$ cat config.mk
export PLATFORM = sky130hd
export DESIGN_NAME = synthesizer_channel_gate
export DESIGN_NICKNAME = d
export VERILOG_FILES = /design/src/rtl/synthesizer_channel_gate.sv
export SDC_FILE = /design/constraint.sdc
export NUM_CORES = 1
export LEC_CHECK = 0
export CAP_MARGIN = 40
export CORE_MARGIN = 2
export CORE_UTILIZATION = 50
export CTS_CLUSTER_DIAMETER = 120
export CTS_CLUSTER_SIZE = 24
export DETAILED_ROUTE_END_ITERATION = 8
export GPL_TIMING_DRIVEN = 0
export PLACE_DENSITY = 0.9
export SKIP_CTS_REPAIR_TIMING = 1
export SYNTH_ARGS = -nofsm -noshare
export SYNTH_HDL_FRONTEND = slang
export SYNTH_SLANG_ARGS = --single-unit
$ cat constraint.sdc
create_clock -name Clk -period 9.8 [get_ports Clk]
set_input_delay 1.47 -clock Clk [delete_from_list [all_inputs] [get_ports Clk]]
set_output_delay 1.47 -clock Clk [all_outputs]
set_load 0.02 [all_outputs]
$ cat src/rtl/synthesizer_channel_gate.sv
// rtl/synthesizer_channel_gate.sv - per-channel IQ gate with a frame-aligned mask swap and a frame-structure check
// Optional: SYNTH_CHANNEL_GATE_FRAME_COUNT_EN adds saturating frame and misalign counters.
package synthesizer_channel_gate_pkg;
  localparam int NUM_CHANNELS = 16;
  localparam int CHANNEL_INDEX_WIDTH = $clog2(NUM_CHANNELS);

  typedef struct packed {
    logic                           valid;
    logic                           last;
    logic [CHANNEL_INDEX_WIDTH-1:0] data_index;
  } channelizer_control_t;

  typedef struct packed {
    logic                           valid;
    logic                           last;
    logic [CHANNEL_INDEX_WIDTH-1:0] data_index;
    logic [CHANNEL_INDEX_WIDTH:0]   active_channel_count;
  } synthesizer_control_t;
endpackage

module synthesizer_channel_gate #(
  parameter int NUM_CHANNELS        = synthesizer_channel_gate_pkg::NUM_CHANNELS,
  parameter int CHANNEL_INDEX_WIDTH = $clog2(NUM_CHANNELS),
  parameter int DATA_WIDTH          = 19
) (
  input  logic                                               Clk,
  input  logic                                               Rst,
  input  logic                                               Mask_wr_valid,
  input  logic [NUM_CHANNELS-1:0]                            Mask_wr_data,
  input  synthesizer_channel_gate_pkg::channelizer_control_t Input_ctrl,
  input  logic signed [DATA_WIDTH-1:0]                       Input_data [2],
  output synthesizer_channel_gate_pkg::synthesizer_control_t Output_ctrl,
  output logic signed [DATA_WIDTH-1:0]                       Output_data [2],
  output logic                                               Mask_pending,
  output logic                                               Error_frame_misalign
`ifdef SYNTH_CHANNEL_GATE_FRAME_COUNT_EN
  ,
  output logic [31:0]                                        Frame_count,
  output logic [15:0]                                        Misalign_count
`endif
);

  localparam logic [CHANNEL_INDEX_WIDTH:0]   FULL_COUNT = (CHANNEL_INDEX_WIDTH+1)'(NUM_CHANNELS);
  localparam logic [CHANNEL_INDEX_WIDTH-1:0] LAST_IDX   = CHANNEL_INDEX_WIDTH'(NUM_CHANNELS-1);

  function automatic logic [CHANNEL_INDEX_WIDTH:0] popcount(input logic [NUM_CHANNELS-1:0] m);
    logic [CHANNEL_INDEX_WIDTH:0] c;
    c = '0;
    for (int i = 0; i < NUM_CHANNELS; i++) c = c + (CHANNEL_INDEX_WIDTH+1)'(m[i]);
    return c;
  endfunction

  logic [NUM_CHANNELS-1:0]          active_mask_q, active_mask_d;
  logic [NUM_CHANNELS-1:0]          pending_mask_q, pending_mask_d;
  logic [CHANNEL_INDEX_WIDTH:0]     active_count_q, active_count_d;
  logic [CHANNEL_INDEX_WIDTH:0]     pending_count_q, pending_count_d;
  logic                             mask_pending_q, mask_pending_d;
  logic [CHANNEL_INDEX_WIDTH-1:0]   exp_idx_q, exp_idx_d;
  logic                             err_q, err_d;
  logic signed [DATA_WIDTH-1:0]     out_data_q [2];
  logic signed [DATA_WIDTH-1:0]     out_data_d [2];
  synthesizer_channel_gate_pkg::synthesizer_control_t out_ctrl_q, out_ctrl_d;
  logic                             swap;
  logic                             gate;

  always_comb begin
    // A write landing on the boundary cycle refills pending after the old pending mask is consumed.
    swap            = Input_ctrl.valid && Input_ctrl.last && mask_pending_q;
    active_mask_d   = swap ? pending_mask_q : active_mask_q;
    active_count_d  = swap ? pending_count_q : active_count_q;
    pending_mask_d  = pending_mask_q;
    pending_count_d = pending_count_q;
    mask_pending_d  = mask_pending_q && !swap;
    if (Mask_wr_valid) begin
      pending_mask_d  = Mask_wr_data;
      pending_count_d = popcount(Mask_wr_data);
      mask_pending_d  = 1'b1;
    end

    gate                            = active_mask_q[Input_ctrl.data_index];
    out_ctrl_d.valid                = Input_ctrl.valid;
    out_ctrl_d.last                 = Input_ctrl.last;
    out_ctrl_d.data_index           = Input_ctrl.data_index;
    out_ctrl_d.active_channel_count = active_count_q;
    out_data_d[0]                   = gate ? Input_data[0] : '0;
    out_data_d[1]                   = gate ? Input_data[1] : '0;

    err_d     = Input_ctrl.valid &&
                ((Input_ctrl.data_index != exp_idx_q) ||
                 (Input_ctrl.last != (Input_ctrl.data_index == LAST_IDX)));
    exp_idx_d = exp_idx_q;
    if (Input_ctrl.valid) exp_idx_d = Input_ctrl.last ? '0 : Input_ctrl.data_index + 1'b1;
  end

  always_ff @(posedge Clk) begin
    if (Rst) begin
      active_mask_q   <= '1;
      pending_mask_q  <= '1;
      active_count_q  <= FULL_COUNT;
      pending_count_q <= FULL_COUNT;
      mask_pending_q  <= 1'b0;
      exp_idx_q       <= '0;
      err_q           <= 1'b0;
      out_ctrl_q      <= '0;
      out_data_q[0]   <= '0;
      out_data_q[1]   <= '0;
    end else begin
      active_mask_q   <= active_mask_d;
      pending_mask_q  <= pending_mask_d;
      active_count_q  <= active_count_d;
      pending_count_q <= pending_count_d;
      mask_pending_q  <= mask_pending_d;
      exp_idx_q       <= exp_idx_d;
      err_q           <= err_d;
      out_ctrl_q      <= out_ctrl_d;
      out_data_q[0]   <= out_data_d[0];
      out_data_q[1]   <= out_data_d[1];
    end
  end

  assign Output_ctrl          = out_ctrl_q;
  assign Output_data[0]       = out_data_q[0];
  assign Output_data[1]       = out_data_q[1];
  assign Mask_pending         = mask_pending_q;
  assign Error_frame_misalign = err_q;

`ifdef SYNTH_CHANNEL_GATE_FRAME_COUNT_EN
  logic [31:0] frame_cnt_q, frame_cnt_d;
  logic [15:0] mis_cnt_q, mis_cnt_d;

  always_comb begin
    frame_cnt_d = frame_cnt_q;
    mis_cnt_d   = mis_cnt_q;
    if (Input_ctrl.valid && Input_ctrl.last && (frame_cnt_q != '1)) frame_cnt_d = frame_cnt_q + 32'd1;
    if (err_d && (mis_cnt_q != '1)) mis_cnt_d = mis_cnt_q + 16'd1;
  end

  always_ff @(posedge Clk) begin
    if (Rst) begin
      frame_cnt_q <= '0;
      mis_cnt_q   <= '0;
    end else begin
      frame_cnt_q <= frame_cnt_d;
      mis_cnt_q   <= mis_cnt_d;
    end
  end

  assign Frame_count    = frame_cnt_q;
  assign Misalign_count = mis_cnt_q;
`endif

endmodule

==> results.ini, run 1 <==
[outcome]
outcome = completed

[logic_synthesis]
synthAdderAreaFrac_pct = 7.32
synthXorXnorAreaFrac_pct = 1.63
yosysSeqAreaShare_pct = 51.7
synth-simple-area-share_pct = 22.0
ys_types = 34
avgSynthCellArea_sq_um = 10.2
synth-compound-area-share_pct = 3.43
synth_edf_count = 0
muxShareOfSynthArea_pct = 7.59
synth-main-ff-cell = dfxtp_1
synth_area_sq_um = 3760
synthCells = 367
ys_seq_elements = 97
ys_warn_count = 0
syn_nets = 446
async_reset_ff_share_pct = 0
synth_top_family_by_area = simple AND/OR/NAND/NOR gates

[floorplanning]
ioPinCount = 114
die_w_um = 90.7
die_area_sq_um = 8230
coreArea_sq_um = 7250
start_util_pct = 51.8
rows = 31
die_y_um = 90.7

[power_and_ir_drop]
power.leakage_uw = 0.00214
ir_worst_vdd_uv = 79.1
power_density_nw_per_um2 = 169

[clock_network]
clock_sinks = 97
tritoncts = built
htreeDepth = 3
cts_root_buf = clkbuf_8
clk_pin_slew_ns = 0.09
insertion_delay_ns = 0.36
cts_buffers = 9
cts_buffer_depth = 2

[timing]
max_freq_mhz = 210
tns_ns = 0
post-route-min-period_ns = 4.76
fin_crit_sh_pct = 48.5
maxSlewViolCount = 0
holdWs_ns = 0.458
hold_viol_final = 0
rsz0062_at_grt = no
setup_violations = 0
worst_pin_slew_ns = 0.771
slew_headroom_pct = 48.6
finClkSkew_ns = 0.0117

[grt]
antenna_found_initial = 0
grt_max_degree = 17
grt.total_usage_pct = 22.9
grt_pass1_vias = 3025
grt-ovfl-total = 0
grt_pass1_wl_mm = 14.9

[finish]
multi_input_area_sq_um = 1580
n_fill_cell = 508
drive_above_1_share_pct = 6.73
syn2layout_area_growth_pct = 36.8
antennaDiodeCount = 0
seqCellArea_sq_um = 1940
nets = 565

[critical_path]
critPathMaxFanout = 2
timing.rr.end = out_data_q[0][23]$_SDFF_PP0_
crit_start = Mask_wr_data[5]
cp-start-kind = primary input
worstPathRequired_ns = 10.07
cp-endpoint = pending_count_q[2]$_SDFFE_PP0P_
ff2ff_path_depth = 6
path_class = primary input to flip-flop
crit_path_end_kind = flip-flop
reg2reg_slack_ns = 8.10
timing.rr.start = active_mask_q[7]$_SDFFE_PP1P_
critPathArrivalTime_ns = 5.03

[drt]
drc_errors = 0
drt_iter0_drc = 109
wl_per_cell_um = 15.6
firstDrtPassIters = 4
ant_nets = 0
drt-total-wl_mm = 9.19
vias_per_cell = 4.97
vias = 2929

[run]
maxCapViolations = 0

[place]
dpl.hpwl_mm = 7.17
io_buffers = 108
routabilityCongestion = 0.844

[worst_hold_path]
hp-class = flip-flop to flip-flop

==> placed cells by master (no fill, tap or decap), drive strengths merged, types with 3 or more instances in the layout <==
cell,netlist,routed
clkbuf,16,26
clkinvlp,0,3
nand3,20,20
nand2,61,61
xnor2,3,3
inv,26,27
nand2b,4,4
dfxtp,97,97
a21oi,9,9
ha,6,6
nor3b,38,38
nor2,10,10
nor2b,11,11
xor2,4,4
fa,10,10
buf,10,10
clkdlybuf4s50,0,108
mux2i,24,24
==> worst max-delay path, cell delays in order <==
cell and delay [ns]:
clkdlybuf4s50_1 0.49, inv_1 0.07, fa_1 0.56, fa_1 0.44, fa_1 0.50, fa_1 0.49
inv_1 0.04, ha_1 0.20, fa_1 0.41, xnor2_1 0.15, a211oi_1 0.21
==> worst min path at each step <==
stage	from	end	slack, ns	cells past startpoint
after floorplan	pending_count_q[0]$_SDFFE_PP0P_	active_count_q[0]$_SDFFE_PP0P_	0.43	2
after global placement	active_count_q[2]$_SDFFE_PP0P_	active_count_q[2]$_SDFFE_PP0P_	0.44	2
after detailed placement	active_count_q[1]$_SDFFE_PP0P_	active_count_q[1]$_SDFFE_PP0P_	0.44	2
after CTS	active_count_q[1]$_SDFFE_PP0P_	active_count_q[1]$_SDFFE_PP0P_	0.46	2
after global routing	active_count_q[3]$_SDFFE_PP0P_	Output_ctrl[3]$_SDFF_PP0_	0.48	1
final	active_count_q[1]$_SDFFE_PP0P_	active_count_q[1]$_SDFFE_PP0P_	0.46	2
==> power by group <==
group	switching (uW)	internal, uW
registers	10.8	420
logic	101	101
clock network	136	99.0
==> cells by family (layout without fill, tap and decap cells) <==
kind of cell	after synthesis	count (layout)
buf+inv	53	176
flops	97	97
fa+ha+maj	16	16
mux	26	26
compound gates	19	19
xor+xnor	7	7
simple gates	149	149
==> stage by stage <==
stage | power [uW] | utilization [%] | instances | instance area, sq um | setup slack, ns
4_1_cts | 873 | 70.9 | 589 | 5140 | 5.03
6_report | 867 | 70.9 | 589 | 5140 | 5.04
5_1_grt | 911 | 70.9 | 589 | 5140 | 4.86
3_3_place_gp | 631 | 68.4 | 574 | 4960 | 4.71
2_1_floorplan | 561 | - | 367 | 3760 | 5.32
3_5_place_dp | 640 | 68.4 | 574 | 4960 | 4.65
==> synth_stat cells (all sizes together), types with 3 or more instances <==
cell	count	share of area [%]
a21oi	9	1.2
buf	10	2.1
clkbuf	16	1.6
dfxtp	97	52
fa	10	5.3
ha	6	2.0
inv	26	2.6
mux2i	24	6.4
nand2	61	6.1
nand2b	4	0.67
nand3	20	2.7
nor2	10	1.0
nor2b	11	1.8
nor3b	38	8.8
xnor2	3	0.70
xor2	4	0.93
==> registers in the layout (all words and copies together), names as in the netlist <==
signal and count:
out_data_q 38, pending_mask_q 16, pending_count_q 5, active_count_q 5
Error_frame_misalign 1, Output_ctrl 11, active_mask_q 16, Mask_pending 1
exp_idx_q 4
==> routing by layer <==
| metal | part of all wire, % | GRT usage, % |
|---|---|---|
| met5 | 0 | 0 |
| met4 | 1.9 | 7.56 |
| met3 | 7.3 | 6.09 |
| met2 | 48 | 39.7 |
| met1 | 43 | 27.6 |
==> area by class of cell <==
type,count,area share (%)
Sequential cell,97,37.8
Multi-Input combinational cell,217,30.7
Clock buffer,10,2.68
Inverter,27,1.97
Clock inverter,5,0.779
Timing Repair Buffer,108,21.0
Tap cell,99,2.41
Buffer,26,2.70
(Power assumes the default switching activity.)
==> run 2: changes to the inputs <==
CORE_UTILIZATION = 47   (was 50)
PLACE_DENSITY = 0.86   (was 0.9)
clock period = 4.64 ns   (was 9.8 ns; I/O delays follow)
==> run 2 against run 1 <==
Compared with the run above: combinational power is 110% higher; global-route usage fell by 1.2 points; power rose by 120%; hold slack got worse by 0.0052 ns; final cell count rose by 0.68%; sequential cell count stayed put; largest cell class unchanged; critical endpoint unchanged; routed wire length grew 1.4%; first-iteration DRC count up 14%; non-clock buffer count stayed put.
==> results.ini, run 2 (same netlist as run 1, synthesis figures left out) <==
[critical_path]
timing.rr.start = active_mask_q[7]$_SDFFE_PP1P_  ; unchanged
cp_common_cell = fa_1  ; unchanged
crit_slowest_cell = fa_1  ; unchanged
cp-start-kind = primary input  ; unchanged
cpPeakStageDelay_ns = 0.57  ; was 0.56 ns
critPathArrivalTime_ns = 4.28  ; was 5.03 ns
crit_path_end_kind = flip-flop  ; unchanged
path_class = primary input to flip-flop  ; unchanged
timing.rr.end = out_data_q[0][36]$_SDFF_PP0_  ; was out_data_q[0][23]$_SDFF_PP0_
crit_chain = clkdlybuf4s50_1 > inv_1 > fa_1 > fa_1 > fa_1 > fa_1 > inv_1 > ha_1 > fa_1 > xnor2_1 > a211oi_1  ; unchanged
critPathMaxFanout = 2  ; unchanged
crit_start = Mask_wr_data[0]  ; was Mask_wr_data[5]
reg2reg_slack_ns = 2.97  ; was 8.10 ns
ff2ff_path_depth = 6  ; unchanged
worstPathRequired_ns = 4.91  ; was 10.07 ns

[place]
place_ws_ns = 0.252  ; was 4.65 ns
dpl.hpwl_mm = 7.22  ; was 7.17 mm
routabilityCongestion = 0.815  ; was 0.844
io_buffers = 108  ; unchanged

[power_and_ir_drop]
power.leakage_uw = 0.00216  ; was 0.00214 uW
ir_worst_vdd_uv = 164  ; was 79.1 uV
power_density_nw_per_um2 = 369  ; was 169 nW/um^2

[finish]
antennaDiodeCount = 0  ; unchanged
nets = 565  ; unchanged
largest_reg_flops = 38  ; unchanged
regMostFlops = out_data_q  ; unchanged
final_cell_mix = clkdlybuf4s50_1, dfxtp_1, nand2_1, nor3b_1, inv_1  ; unchanged
drive_above_1_share_pct = 6.92  ; was 6.73%
mostFrequentLayoutCell = clkdlybuf4s50_1  ; unchanged
syn2layout_area_growth_pct = 37.7  ; was 36.8%
reg_top3 = out_data_q: 38 flops, active_mask_q: 16 flops, pending_mask_q: 16 flops  ; unchanged

[drt]
vias = 2943  ; was 2929
wl_per_cell_um = 15.7  ; was 15.6 um
drc_errors = 0  ; unchanged
drt-total-wl_mm = 9.32  ; was 9.19 mm
vias_per_cell = 4.96  ; was 4.97
firstDrtPassIters = 4  ; unchanged
drt_iter0_drc = 124  ; was 109
ant_nets = 0  ; unchanged

[clock_network]
insertion_delay_ns = 0.36  ; about the same
cts_buffer_depth = 2  ; unchanged
clk_pin_slew_ns = 0.09  ; about the same
clock_sinks = 97  ; unchanged
cts_buffers = 9  ; unchanged
cts_root_buf = clkbuf_8  ; unchanged
htreeDepth = 3  ; unchanged
tritoncts = built  ; unchanged

[floorplanning]
rows = 32  ; was 31
start_util_pct = 48.6  ; was 51.8%
coreArea_sq_um = 7730  ; was 7250 sq um
die_w_um = 93.4  ; was 90.7 um
die_y_um = 93.4  ; was 90.7 um
die_area_sq_um = 8730  ; was 8230 sq um
ioPinCount = 114  ; unchanged

[run]
maxCapViolations = 0  ; unchanged

[timing]
post-route-min-period_ns = 4.00
maxSlewViolCount = 0  ; unchanged
tns_ns = 0  ; unchanged
max_freq_mhz = 250
setup_ws_ns = 0.636  ; was 5.04 ns
worst_pin_slew_ns = 0.712  ; was 0.771 ns
rsz0062_at_grt = no  ; unchanged
hold_viol_final = 0  ; unchanged
slew_headroom_pct = 52.6  ; was 48.6%
finClkSkew_ns = 0.0115  ; was 0.0117 ns
fin_crit_sh_pct = 86.3
setup_violations = 0  ; unchanged

[worst_hold_path]
min_to = active_count_q[0]$_SDFFE_PP0P_  ; was active_count_q[1]$_SDFFE_PP0P_
min_from = active_count_q[0]$_SDFFE_PP0P_  ; was active_count_q[1]$_SDFFE_PP0P_
hp-class = flip-flop to flip-flop  ; unchanged
hold_depth = 2  ; unchanged

[outcome]
outcome = completed  ; unchanged

[grt]
antenna_found_initial = 0  ; unchanged
grt_pass1_vias = 2963  ; was 3025
grt_max_degree = 18  ; was 17
grt.total_usage_pct = 21.7  ; was 22.9%
grt_pass1_wl_mm = 14.5  ; was 14.9 mm
grt-ovfl-total = 0  ; unchanged

## run 2: metrics by stage
stage / cells / util (%) / total power, uW / cell area (sq um) / hold WS [ns]
after floorplan: 367 / - / 1190 / 3760 / 0.431
after global placement: 577 / 64.3 / 1330 / 4970 / 0.439
after detailed placement: 577 / 64.3 / 1360 / 4970 / 0.445
after CTS: 593 / 67.0 / 1920 / 5180 / 0.458
after global routing: 593 / 67.0 / 2000 / 5180 / 0.486
final: 593 / 67.0 / 1910 / 5180 / 0.452
## run 2: metal layers
metal,up-vias,routed length (um),global-route usage [%]
li1,1434,-,-
met1,1384,3800,24.8
met2,114,4650,39.3
met3,11,804,6.77
met4,0,76,5.15
met5,-,0,0
## run 2: final cells by class
cell class | instances | area [sq um]
inverter | 27 | 101
tap | 102 | 128
multi-input combinational | 217 | 1580
fill | 599 | 2550
sequential | 97 | 1940
clock inverter | 6 | 72.6
clock buffer | 10 | 138
buffer | 26 | 139
timing repair buffer | 108 | 1080
## run 2: worst max-delay path by stage
stage | to | slack, ns | depth (start not counted)
finish | pending_count_q[2]$_SDFFE_PP0P_ | 0.64 | 11
global route | pending_count_q[3]$_SDFFE_PP0P_ | 0.52 | 11
CTS | pending_count_q[2]$_SDFFE_PP0P_ | 0.64 | 11
detailed placement | pending_count_q[2]$_SDFFE_PP0P_ | 0.25 | 11
global placement | pending_count_q[2]$_SDFFE_PP0P_ | 0.33 | 11
floorplan | pending_count_q[2]$_SDFFE_PP0P_ | 0.93 | 10
## run 2: worst max-delay path, delay by kind of cell
family | cells | cell delay [ns]
xor gates and xnor gates | 1 | 0.15
buffers and inverters | 3 | 0.58
AOI/OAI and AO/OA | 1 | 0.22
adders and majority gates | 6 | 2.62
## run 2: where the power goes
group | total [uW] | internal (uW) | switching (uW)
sequential | 911 | 887 | 24.2
clock | 573 | 270 | 303
combinational | 428 | 215 | 213
total | 1910 | 1370 | 540
==> run 3: changes to the inputs <==
SLEW_MARGIN = 30   (was default)
==> results of run 3 <==
Final layout, timing and power as in run 2 (identical DEF).
